==> config.mk <==
export PLATFORM = sky130hd
export DESIGN_NAME = imem_dmem_port_arbiter_flat
export DESIGN_NICKNAME = d
export VERILOG_FILES = /design/src/rtl/imem_dmem_port_arbiter_if.sv /design/src/rtl/imem_dmem_port_arbiter.sv /design/src/flat_wrapper.sv
export SDC_FILE = /design/constraint.sdc
export NUM_CORES = 1
export LEC_CHECK = 0
export CORE_AREA = 2 2 205 207
export CTS_CLUSTER_DIAMETER = 30
export CTS_CLUSTER_SIZE = 24
export DETAILED_ROUTE_END_ITERATION = 10
export DIE_AREA = 0 0 207 209
export PLACE_DENSITY = 0.45
export SLEW_MARGIN = 20
export SYNTH_ARGS = -nofsm -noshare
export SYNTH_HDL_FRONTEND = slang
export SYNTH_SLANG_ARGS = --single-unit
==> constraint.sdc <==
create_clock -name clk -period 2 [get_ports clk]
set_input_delay 0.5 -clock clk [delete_from_list [all_inputs] [get_ports clk]]
set_output_delay 0.5 -clock clk [all_outputs]
set_load 0.02 [all_outputs]
==> src/rtl/imem_dmem_port_arbiter_if.sv <==
// Bus bundle between the pipeline requesters (IF, DM), the shared memory port and the arbiter.
// The slave modport is the arbiter's view; the master modport is the core/memory side.
interface imem_dmem_port_arbiter_if #(
    parameter int ADDR_W = 64
);
    logic              if_req;
    logic [ADDR_W-1:0] if_addr;
    logic              if_gnt;
    logic              if_rvalid;
    logic [31:0]       if_rdata;

    logic              dm_req;
    logic              dm_we;
    logic [ADDR_W-1:0] dm_addr;
    logic [63:0]       dm_wdata;
    logic              dm_gnt;
    logic              dm_rvalid;
    logic [63:0]       dm_rdata;

    logic              mem_en;
    logic              mem_we;
    logic [ADDR_W-1:0] mem_addr;
    logic [63:0]       mem_wdata;
    logic [63:0]       mem_rdata;

    logic              stall_if;
    logic              stall_mem;
    logic [31:0]       perf_conflict_cnt;

    modport slave (
        input  if_req, if_addr, dm_req, dm_we, dm_addr, dm_wdata, mem_rdata,
        output if_gnt, if_rvalid, if_rdata, dm_gnt, dm_rvalid, dm_rdata,
               mem_en, mem_we, mem_addr, mem_wdata, stall_if, stall_mem,
               perf_conflict_cnt
    );

    modport master (
        output if_req, if_addr, dm_req, dm_we, dm_addr, dm_wdata, mem_rdata,
        input  if_gnt, if_rvalid, if_rdata, dm_gnt, dm_rvalid, dm_rdata,
               mem_en, mem_we, mem_addr, mem_wdata, stall_if, stall_mem,
               perf_conflict_cnt
    );
endinterface

==> src/rtl/imem_dmem_port_arbiter.sv <==
// Single-outstanding arbiter sharing one 64-bit memory port between IF and DM with anti-starvation.
// Optional contention counter enabled by defining ARB_PERF_CNT_EN.
module imem_dmem_port_arbiter #(
    parameter int ADDR_W     = 64,
    parameter int MEM_LAT    = 2,
    parameter int STARVE_MAX = 3
) (
    input  logic                          clk,
    input  logic                          reset,
    imem_dmem_port_arbiter_if.slave       bus
);

    typedef enum logic [1:0] {
        IDLE    = 2'd0,
        BUSY_IF = 2'd1,
        BUSY_DM = 2'd2
    } state_t;

    localparam logic [2:0] LAT_LOAD   = 3'(MEM_LAT - 1);
    localparam logic [3:0] STARVE_LIM = 4'(STARVE_MAX);

    state_t      state_reg,      state_next;
    logic [2:0]  lat_cnt_reg,    lat_cnt_next;
    logic [3:0]  starve_cnt_reg, starve_cnt_next;
    logic        word_sel_reg,   word_sel_next;
    logic        store_reg,      store_next;

    logic        grant_if;
    logic        grant_dm;
    logic        resp_done;

    logic              if_rvalid_int;
    logic              dm_rvalid_int;
    logic [ADDR_W-1:0] issue_addr;

    logic [31:0] mem_word [2];

    for (genvar gi = 0; gi < 2; gi++) begin : g_word
        assign mem_word[gi] = bus.mem_rdata[gi*32 +: 32];
    end

    // Grant is combinational off IDLE so the winner issues in the same cycle it asks.
    always_comb begin
        grant_if  = 1'b0;
        grant_dm  = 1'b0;
        resp_done = 1'b0;
        if (state_reg == IDLE) begin
            grant_if = bus.if_req && (!bus.dm_req || (starve_cnt_reg == STARVE_LIM));
            grant_dm = bus.dm_req && !grant_if;
        end
        if ((state_reg != IDLE) && (lat_cnt_reg == 3'd0)) begin
            resp_done = 1'b1;
        end
    end

    always_ff @(posedge clk or negedge reset) begin
        if (!reset) begin
            state_reg      <= IDLE;
            lat_cnt_reg    <= 3'd0;
            starve_cnt_reg <= 4'd0;
            word_sel_reg   <= 1'b0;
            store_reg      <= 1'b0;
        end else begin
            state_reg      <= state_next;
            lat_cnt_reg    <= lat_cnt_next;
            starve_cnt_reg <= starve_cnt_next;
            word_sel_reg   <= word_sel_next;
            store_reg      <= store_next;
        end
    end

    always_comb begin
        state_next      = state_reg;
        lat_cnt_next    = lat_cnt_reg;
        starve_cnt_next = starve_cnt_reg;
        word_sel_next   = word_sel_reg;
        store_next      = store_reg;
        case (state_reg)
            IDLE: begin
                if (grant_if) begin
                    state_next      = BUSY_IF;
                    lat_cnt_next    = LAT_LOAD;
                    word_sel_next   = bus.if_addr[2];
                    starve_cnt_next = 4'd0;
                end else if (grant_dm) begin
                    state_next   = BUSY_DM;
                    lat_cnt_next = LAT_LOAD;
                    store_next   = bus.dm_we;
                    if (bus.if_req && (starve_cnt_reg < STARVE_LIM)) begin
                        starve_cnt_next = starve_cnt_reg + 4'd1;
                    end
                end
            end
            BUSY_IF, BUSY_DM: begin
                if (lat_cnt_reg == 3'd0) begin
                    state_next = IDLE;
                end else begin
                    lat_cnt_next = lat_cnt_reg - 3'd1;
                end
            end
            default: begin
                state_next = IDLE;
            end
        endcase
    end

    // Every output is forced low while reset is held, including the combinational grant path.
    always_comb begin
        bus.mem_en    = 1'b0;
        bus.mem_we    = 1'b0;
        bus.mem_wdata = 64'd0;
        bus.if_gnt    = 1'b0;
        bus.dm_gnt    = 1'b0;
        bus.if_rdata  = 32'd0;
        bus.dm_rdata  = 64'd0;
        issue_addr    = '0;
        if_rvalid_int = 1'b0;
        dm_rvalid_int = 1'b0;
        if (reset) begin
            bus.mem_en = grant_if || grant_dm;
            bus.if_gnt = grant_if;
            bus.dm_gnt = grant_dm;
            if (grant_if) begin
                issue_addr = bus.if_addr;
            end else if (grant_dm) begin
                bus.mem_we    = bus.dm_we;
                issue_addr    = bus.dm_addr;
                bus.mem_wdata = bus.dm_wdata;
            end
            if (resp_done && (state_reg == BUSY_IF)) begin
                if_rvalid_int = 1'b1;
                bus.if_rdata  = mem_word[word_sel_reg];
            end
            if (resp_done && (state_reg == BUSY_DM)) begin
                dm_rvalid_int = 1'b1;
                bus.dm_rdata  = store_reg ? 64'd0 : bus.mem_rdata;
            end
        end
        bus.mem_addr  = issue_addr;
        bus.if_rvalid = if_rvalid_int;
        bus.dm_rvalid = dm_rvalid_int;
        bus.stall_if  = reset && bus.if_req && !if_rvalid_int;
        bus.stall_mem = reset && bus.dm_req && !dm_rvalid_int;
    end

`ifdef ARB_PERF_CNT_EN
    logic [31:0] perf_cnt_reg;

    always_ff @(posedge clk or negedge reset) begin
        if (!reset) begin
            perf_cnt_reg <= 32'd0;
        end else if ((state_reg == IDLE) && bus.if_req && bus.dm_req) begin
            perf_cnt_reg <= perf_cnt_reg + 32'd1;
        end
    end

    assign bus.perf_conflict_cnt = perf_cnt_reg;
`else
    assign bus.perf_conflict_cnt = 32'd0;
`endif

endmodule

==> src/flat_wrapper.sv <==
// flat-port wrapper written by rule: the top's interface ports become plain ports
module imem_dmem_port_arbiter_flat 
#(
    parameter int ADDR_W     = 64,
    parameter int MEM_LAT    = 2,
    parameter int STARVE_MAX = 3
)
  (clk, reset, bus_if_req, bus_if_addr, bus_dm_req, bus_dm_we, bus_dm_addr, bus_dm_wdata, bus_mem_rdata, bus_if_gnt, bus_if_rvalid, bus_if_rdata, bus_dm_gnt, bus_dm_rvalid, bus_dm_rdata, bus_mem_en, bus_mem_we, bus_mem_addr, bus_mem_wdata, bus_stall_if, bus_stall_mem, bus_perf_conflict_cnt);
  imem_dmem_port_arbiter_if #(.ADDR_W(ADDR_W)) bus_i ();
  input  logic clk;
  input  logic reset;
  input wire logic [$bits(bus_i.if_req)-1:0] bus_if_req;
  input wire logic [$bits(bus_i.if_addr)-1:0] bus_if_addr;
  input wire logic [$bits(bus_i.dm_req)-1:0] bus_dm_req;
  input wire logic [$bits(bus_i.dm_we)-1:0] bus_dm_we;
  input wire logic [$bits(bus_i.dm_addr)-1:0] bus_dm_addr;
  input wire logic [$bits(bus_i.dm_wdata)-1:0] bus_dm_wdata;
  input wire logic [$bits(bus_i.mem_rdata)-1:0] bus_mem_rdata;
  output wire logic [$bits(bus_i.if_gnt)-1:0] bus_if_gnt;
  output wire logic [$bits(bus_i.if_rvalid)-1:0] bus_if_rvalid;
  output wire logic [$bits(bus_i.if_rdata)-1:0] bus_if_rdata;
  output wire logic [$bits(bus_i.dm_gnt)-1:0] bus_dm_gnt;
  output wire logic [$bits(bus_i.dm_rvalid)-1:0] bus_dm_rvalid;
  output wire logic [$bits(bus_i.dm_rdata)-1:0] bus_dm_rdata;
  output wire logic [$bits(bus_i.mem_en)-1:0] bus_mem_en;
  output wire logic [$bits(bus_i.mem_we)-1:0] bus_mem_we;
  output wire logic [$bits(bus_i.mem_addr)-1:0] bus_mem_addr;
  output wire logic [$bits(bus_i.mem_wdata)-1:0] bus_mem_wdata;
  output wire logic [$bits(bus_i.stall_if)-1:0] bus_stall_if;
  output wire logic [$bits(bus_i.stall_mem)-1:0] bus_stall_mem;
  output wire logic [$bits(bus_i.perf_conflict_cnt)-1:0] bus_perf_conflict_cnt;
  assign bus_i.if_req = bus_if_req;
  assign bus_i.if_addr = bus_if_addr;
  assign bus_i.dm_req = bus_dm_req;
  assign bus_i.dm_we = bus_dm_we;
  assign bus_i.dm_addr = bus_dm_addr;
  assign bus_i.dm_wdata = bus_dm_wdata;
  assign bus_i.mem_rdata = bus_mem_rdata;
  assign bus_if_gnt = bus_i.if_gnt;
  assign bus_if_rvalid = bus_i.if_rvalid;
  assign bus_if_rdata = bus_i.if_rdata;
  assign bus_dm_gnt = bus_i.dm_gnt;
  assign bus_dm_rvalid = bus_i.dm_rvalid;
  assign bus_dm_rdata = bus_i.dm_rdata;
  assign bus_mem_en = bus_i.mem_en;
  assign bus_mem_we = bus_i.mem_we;
  assign bus_mem_addr = bus_i.mem_addr;
  assign bus_mem_wdata = bus_i.mem_wdata;
  assign bus_stall_if = bus_i.stall_if;
  assign bus_stall_mem = bus_i.stall_mem;
  assign bus_perf_conflict_cnt = bus_i.perf_conflict_cnt;
  imem_dmem_port_arbiter #(.ADDR_W(ADDR_W), .MEM_LAT(MEM_LAT), .STARVE_MAX(STARVE_MAX)) u_core (.clk(clk), .reset(reset), .bus(bus_i));
endmodule
==> flow_metrics.py <==
metrics = {
    "status": {
        "status": "finished with violations",
        "violations": "negative setup slack",
    },
    "synth": {
        "muxShareOfSynthArea_pct": 8.95,
        "yosys.area.top_type": "o22ai_2",
        "async_flop_share_pct": 100,
        "ys_ff_latch": 11,
        "synth.avg_cell_area_um2": 6.99,
        "ys_top_cells_by_area": "o22ai_2 (20%), and2_1 (11%), and3_1 (11%)",
        "syn_area_mm2": 0.00383,
        "synth.most_common_cell": "nand2_1",
        "seq_area_frac_synth_pct": 7.18,
        "synth-edff-count": 0,
        "synth_warnings": 0,
        "yosys.area_share.simple_pct": 42.7,
        "synthXorXnorAreaFrac_pct": 0,
        "synth_top_family_by_area": "simple AND/OR/NAND/NOR gates",
        "synth-adder-area-share_pct": 2.29,
        "synthTopCellsByCount": "nand2_1 (69), and2_1 (68), and3_1 (67)",
        "synth_compound_area_share_pct": 23.5,
        "synth_cells": 548,
        "synthFlopType": "dfrtp_1",
        "synth.distinct_cells": 36,
        "synth_top_area_share_pct": 19.6,
    },
    "grt": {
        "grt_max_degree": 42,
        "grtUsageTotal_pct": 11.8,
        "grt_pass1_vias": 6022,
        "overflow": 0,
        "grt_pass1_wl_um": 40200,
        "antenna_found_initial": 3,
    },
    "sta": {
        "hold_ws_ns": 0.217,
        "fmax_ghz": 0.408,
        "hold_viol": 0,
        "fin_crit_sh_pct": 123,
        "slew_violations": 0,
        "skew_ns": 0.00297,
        "rsz0062_at_grt": "yes",
        "layout_min_cycle_time_ns": 2.45,
        "worst_slack_ns": -0.450,
        "setup_viol": 231,
        "setup_tns_ns": -85.63,
    },
    "finish": {
        "largest_register_ff_count": 4,
        "areaGrowthSynthToFinish_pct": 201,
        "drive_above_1_share_pct": 51.3,
        "final_cell_area_mm2": 0.0115,
        "nets": 1352,
        "nFillCells": 4421,
    },
    "clock_tree": {
        "cts_root_buf": "clkbuf_16",
        "h-tree-depth": 1,
        "clock-sinks": 11,
        "cts.clk_slew.worst_paths_ns": 0.04,
        "cts_buffers": 3,
        "insertion_delay_ns": 0.24,
        "tritoncts": "yes",
        "cts_max_path_buffers": 2,
        "cts-hold-fix-buffers": 0,
    },
    "setup_path": {
        "cp_max_fo": 8,
        "r2r_end": "u_core.word_sel_reg",
        "startpoint_type": "flip-flop",
        "rr_worst_depth": 7,
        "startpoint": "u_core.lat_cnt_reg[0]",
        "end_kind": "primary output",
        "worstSetupPathType": "reg -> out",
        "cp.arrival_ns": 1.95,
        "reg2reg_slack_ns": 0.08,
        "cp_data_required_time_ns": 1.50,
        "reg2reg_from": "u_core.starve_cnt_reg[1]",
    },
    "die": {
        "coreArea_mm2": 0.0413,
        "start_util_pct": 9.28,
        "die_y_um": 209,
        "ios": 525,
        "die_w_um": 207,
        "row_count": 75,
        "dieArea_mm2": 0.0433,
    },
    "power": {
        "p_int_w": 0.00374,
        "switching_power_w": 0.00331,
        "p_leak_nw": 4.83,
        "power_frac_comb_pct": 89.5,
        "ir_worst_vdd_mv": 0.328,
        "power_w": 0.00705,
        "pwr-share-clk_pct": 5.2,
        "power.density_mw_per_mm2": 611,
        "switching_share_pct": 46.9,
        "seq_power_share_pct": 5.3,
    },
    "route": {
        "firstDrtPassIters": 4,
        "dr.first_iter.drc_count": 317,
        "postRouteAntennaNets": 0,
        "routed-via-count": 5976,
        "wl_per_cell_um": 17.4,
        "drt-total-wl_um": 28200,
        "vias_per_cell": 3.68,
        "drc": 0,
    },
    "run": {
        "max_cap_viol_count": 0,
    },
    "placement": {
        "post-place-ws_ns": -1.19,
        "placed_area_mm2": 0.0105,
        "io_buffers": 492,
        "gp_congestion": 0.837,
        "dp_hpwl_um": 21100,
    },
    "hold_path": {
        "hold_class": "in -> async",
    },
}
==> kinds of logic (layout without fill, tap and decap cells) <==
family | count (synthesis) | in the layout
muxes | 34 | 34
adders and majority gates | 7 | 7
AOI/OAI and AO/OA | 78 | 78
and+or+nand+nor | 313 | 313
DFF | 11 | 11
other | 1 | 35
buffers and inverters | 104 | 608
==> through the flow <==
step	instances	utilization, %
after floorplan	579	-
after global placement	1586	25.5
after detailed placement	1586	25.5
after CTS	1610	25.7
after global routing	1623	27.9
final	1625	27.9
==> critical path: stages, from the launching register on <==
cell       delay [ns]
dfrtp_1          0.36
inv_2            0.08
ha_4             0.14
ha_4             0.14
nand4b_1         0.18
nor2_4           0.20
buf_8            0.17
clkbuf_16        0.18
and2_4           0.15
buf_6            0.11
==> power by group through the flow <==
stage	Clock [W]	Combinational [W]	Sequential, W
floorplan	0	0.00328	0.000358
global placement	0	0.00570	0.000373
detailed placement	0	0.00571	0.000377
CTS	0.000385	0.00595	0.000374
global route	0.000398	0.00670	0.000388
finish	0.000370	0.00631	0.000374
==> per-layer routing <==
| layer | wire [um] | GRT usage (%) |
|---|---|---|
| met5 | 0 | 0 |
| met4 | 59 | 0.591 |
| met3 | 1540 | 2.49 |
| met2 | 14100 | 20.4 |
| met1 | 12500 | 15.9 |
==> repair_timing <==
item | CTS | global route
setup buffers | 14 | 8
setup endpoints to repair | 233 | 233
pin swaps | 16 | 80
resized for setup | 1185 | 261
gates cloned | 7 | 7
==> cell type report <==
class                           count  area (um^2)  share of cell area, %
Timing Repair Buffer              596         6260                   54.3
Multi-Input combinational cell    464         4210                   36.5
Tap cell                          539          674                   5.85
Sequential cell                    11          277                   2.40
Clock buffer                        4         78.8                  0.683
Inverter                            8         30.0                  0.260
Antenna cell                        3         7.51                 0.0651
==> how the worst max path moves through the flow <==
stage          cells after the start  slack, ns           endpoint
2_1_floorplan                      6      -0.06   bus_mem_addr[10]
3_3_place_gp                       6      -1.19   bus_mem_addr[61]
3_5_place_dp                       6      -1.19  bus_mem_wdata[51]
4_1_cts                            6      -0.52   bus_mem_addr[61]
5_1_grt                            6      -0.53   bus_mem_addr[61]
6_report                           9      -0.45   bus_dm_rdata[26]
==> cell usage in the layout (no fill, tap or decap), types with 3 or more instances in the layout <==
cell / Yosys / routed
clkdlybuf4s50_1: 0 / 258
buf_6: 7 / 157
buf_4: 33 / 95
nand2_1: 69 / 68
and2_4: 0 / 66
nand3_1: 65 / 65
o22ai_4: 0 / 62
buf_2: 16 / 36
and3_1: 67 / 35
and3_4: 0 / 32
mux2i_1: 32 / 32
conb_1: 1 / 32
nor2_4: 0 / 30
buf_12: 0 / 28
dfrtp_1: 11 / 10
clkbuf_16: 0 / 9
buf_8: 0 / 8
inv_2: 0 / 6
buf_16: 0 / 6
diode_2: 0 / 3
nor2_2: 0 / 3
a21oi_1: 4 / 3
ha_4: 0 / 3
ha_1: 7 / 3
Note: power is estimated with default switching activity, not from simulation.
==> RTL change (same flow settings) <==
The option `ARB_PERF_CNT_EN` is turned on by a define.
--- a/src/rtl/imem_dmem_port_arbiter.sv
+++ b/src/rtl/imem_dmem_port_arbiter.sv
@@ -1,5 +1,7 @@
 // Single-outstanding arbiter sharing one 64-bit memory port between IF and DM with anti-starvation.
 // Optional contention counter enabled by defining ARB_PERF_CNT_EN.
+`define ARB_PERF_CNT_EN
+
 module imem_dmem_port_arbiter #(
     parameter int ADDR_W     = 64,
     parameter int MEM_LAT    = 2,
Formal check against the unedited RTL: not equivalent (a bounded check fails within 4 cycles, from zero or initial values and one cycle with reset low).
==> RTL change against the original RTL <==
- the flow still finishes with violations (setup timing)
- final area increased by 11%
- hold slack got worse by 47 ps
- clock power increased by 120%
- wire length increased by 29%
- setup slack got worse by 340 ps
- first-iteration DRC count decreased by 35%
- fmax decreased by 12%
- synthesized area increased by 8.7%
- clock skew increased by 8.0 ps
- sequential cell count increased by 32
- total power increased by 6.4%
- critical path type unchanged
- largest power group unchanged
- highest routed layer is now met5
==> RTL change: results <==
metrics = {
    "status": {
        "outcome": "complete, but fails checks",
        "violations": "setup timing",
    },
    "yosys": {
        "synthMuxAreaShare_pct": 8.77,
        "ys_types": 40,
        "ys_top_cells_by_count": "and3_1 (71), and2_1 (65), a22o_1 (64)",
        "synth.net_count": 758,
        "synth-compound-area-share_pct": 16.0,
        "yosysSeqAreaShare_pct": 25.8,
        "synth_xor_area_share_pct": 6.52,
        "synthCells": 489,
        "synth_fa_ha_area_share_pct": 2.40,
        "postSynth.asyncResetShare_pct": 100,
        "yosys-top-cells-area": "dfrtp_1 (26%), a22o_1 (13%), and3_1 (11%), and2_1 (9.8%), mux2i_1 (7.7%)",
    },
    "placement": {
        "gp_congestion": 0.902,
        "dp_hpwl_mm": 29.6,
        "dp_slack_ps": -1210,
        "portBuffers": 524,
    },
    "sta": {
        "setup_violations": 231,
        "finalWorstSetupSlack_ps": -792,
        "finalSetupTns_ps": -144860,
        "final.setup_skew_ps": 10.9,
        "hold_ws_ps": 170,
    },
    "pwr": {
        "power_leakage_nw": 5.67,
        "peakVddDrop_mv": 0.357,
    },
    "layout": {
        "fillers": 4337,
        "drive_gt1_share_pct": 53.0,
        "nets": 1369,
    },
    "route": {
        "routed.top_layer": "met5",
        "routed-via-count": 6269,
        "route.met2.wl_mm": 18.0,
        "wl_met3_mm": 2.42,
        "wirelength_mm": 36.4,
        "wl_met1_mm": 14.8,
    },
    "clock_tree": {
        "path_clk_slew_ps": 70,
        "clk_latency_ps": 290,
        "clockBufferDepth": 2,
        "numCtsBuffers": 5,
        "h-tree-depth": 2,
    },
    "grt": {
        "grt_max_degree": 56,
        "antenna_found_initial": 11,
        "grt_use_met1_pct": 19.1,
        "gr-usage-met3_pct": 4.84,
        "grt_pass1_wl_mm": 50.3,
        "grt_pass1_vias": 6577,
        "track_usage_pct": 15.7,
    },
    "worst_setup_path": {
        "r2r_cells": 8,
        "r2r_end": "u_core.bus.perf_conflict_cnt[15]",
        "reg2reg_setup_slack_ps": 120,
        "crit_fanout": 6,
    },
}
-- RTL change: worst max-delay path, stage by stage, from the launching register on --
cell and delay (ps):
dfrtp_1 350, ha_2 150, or3b_4 380, o211a_4 250
and2_4 180, buf_6 140, buf_8 130, a22o_4 270
buf_12 140
-- RTL change: worst max path at each step --
stage / start / cells after the start / end / slack, ps
global placement: bus_if_req / 8 / bus_mem_addr[56] / -1200
finish: u_core.starve_cnt_reg[1] / 8 / bus_mem_addr[50] / -790
CTS: u_core.starve_cnt_reg[1] / 8 / bus_mem_addr[50] / -820
global route: u_core.starve_cnt_reg[1] / 8 / bus_mem_addr[50] / -870
detailed placement: bus_if_req / 8 / bus_mem_addr[56] / -1210
floorplan: u_core.starve_cnt_reg[0] / 7 / bus_mem_addr[14] / -320
-- RTL change: layout make-up --
class                   count  area (um2)  area share [%]
multi-input cells         393        3860            30.2
diodes                      6        15.0           0.117
clock inverters             3        20.0           0.156
inverters                   8        30.0           0.235
clock buffers               5         125           0.978
well taps                 539         674            5.27
flip-flops and latches     43        1080            8.42
repair buffers            649        6990            54.6
-- RTL change: timing repair --
action                                  4_1_cts  5_1_grt
gates cloned                                  4        7
endpoints found under the setup margin      250      253
pin swaps                                    34       13
resized for setup                           879      288
setup buffers                                22       20
-- RTL change: power by group --
group          total [W]  internal, W  leakage (nW)  switching (W)
registers        0.00113     0.000999         0.578       0.000131
logic            0.00555      0.00302          5.02        0.00252
clock network   0.000824     0.000461        0.0659       0.000363
-- RTL change: stage by stage --
stage	total power, W	utilization [%]	area (um2)
6_report	0.00750	31.0	12800
5_1_grt	0.00790	31.0	12800
4_1_cts	0.00721	29.3	12100
3_5_place_dp	0.00612	28.2	11600
3_3_place_gp	0.00612	28.2	11600
2_1_floorplan	0.00363	-	5240
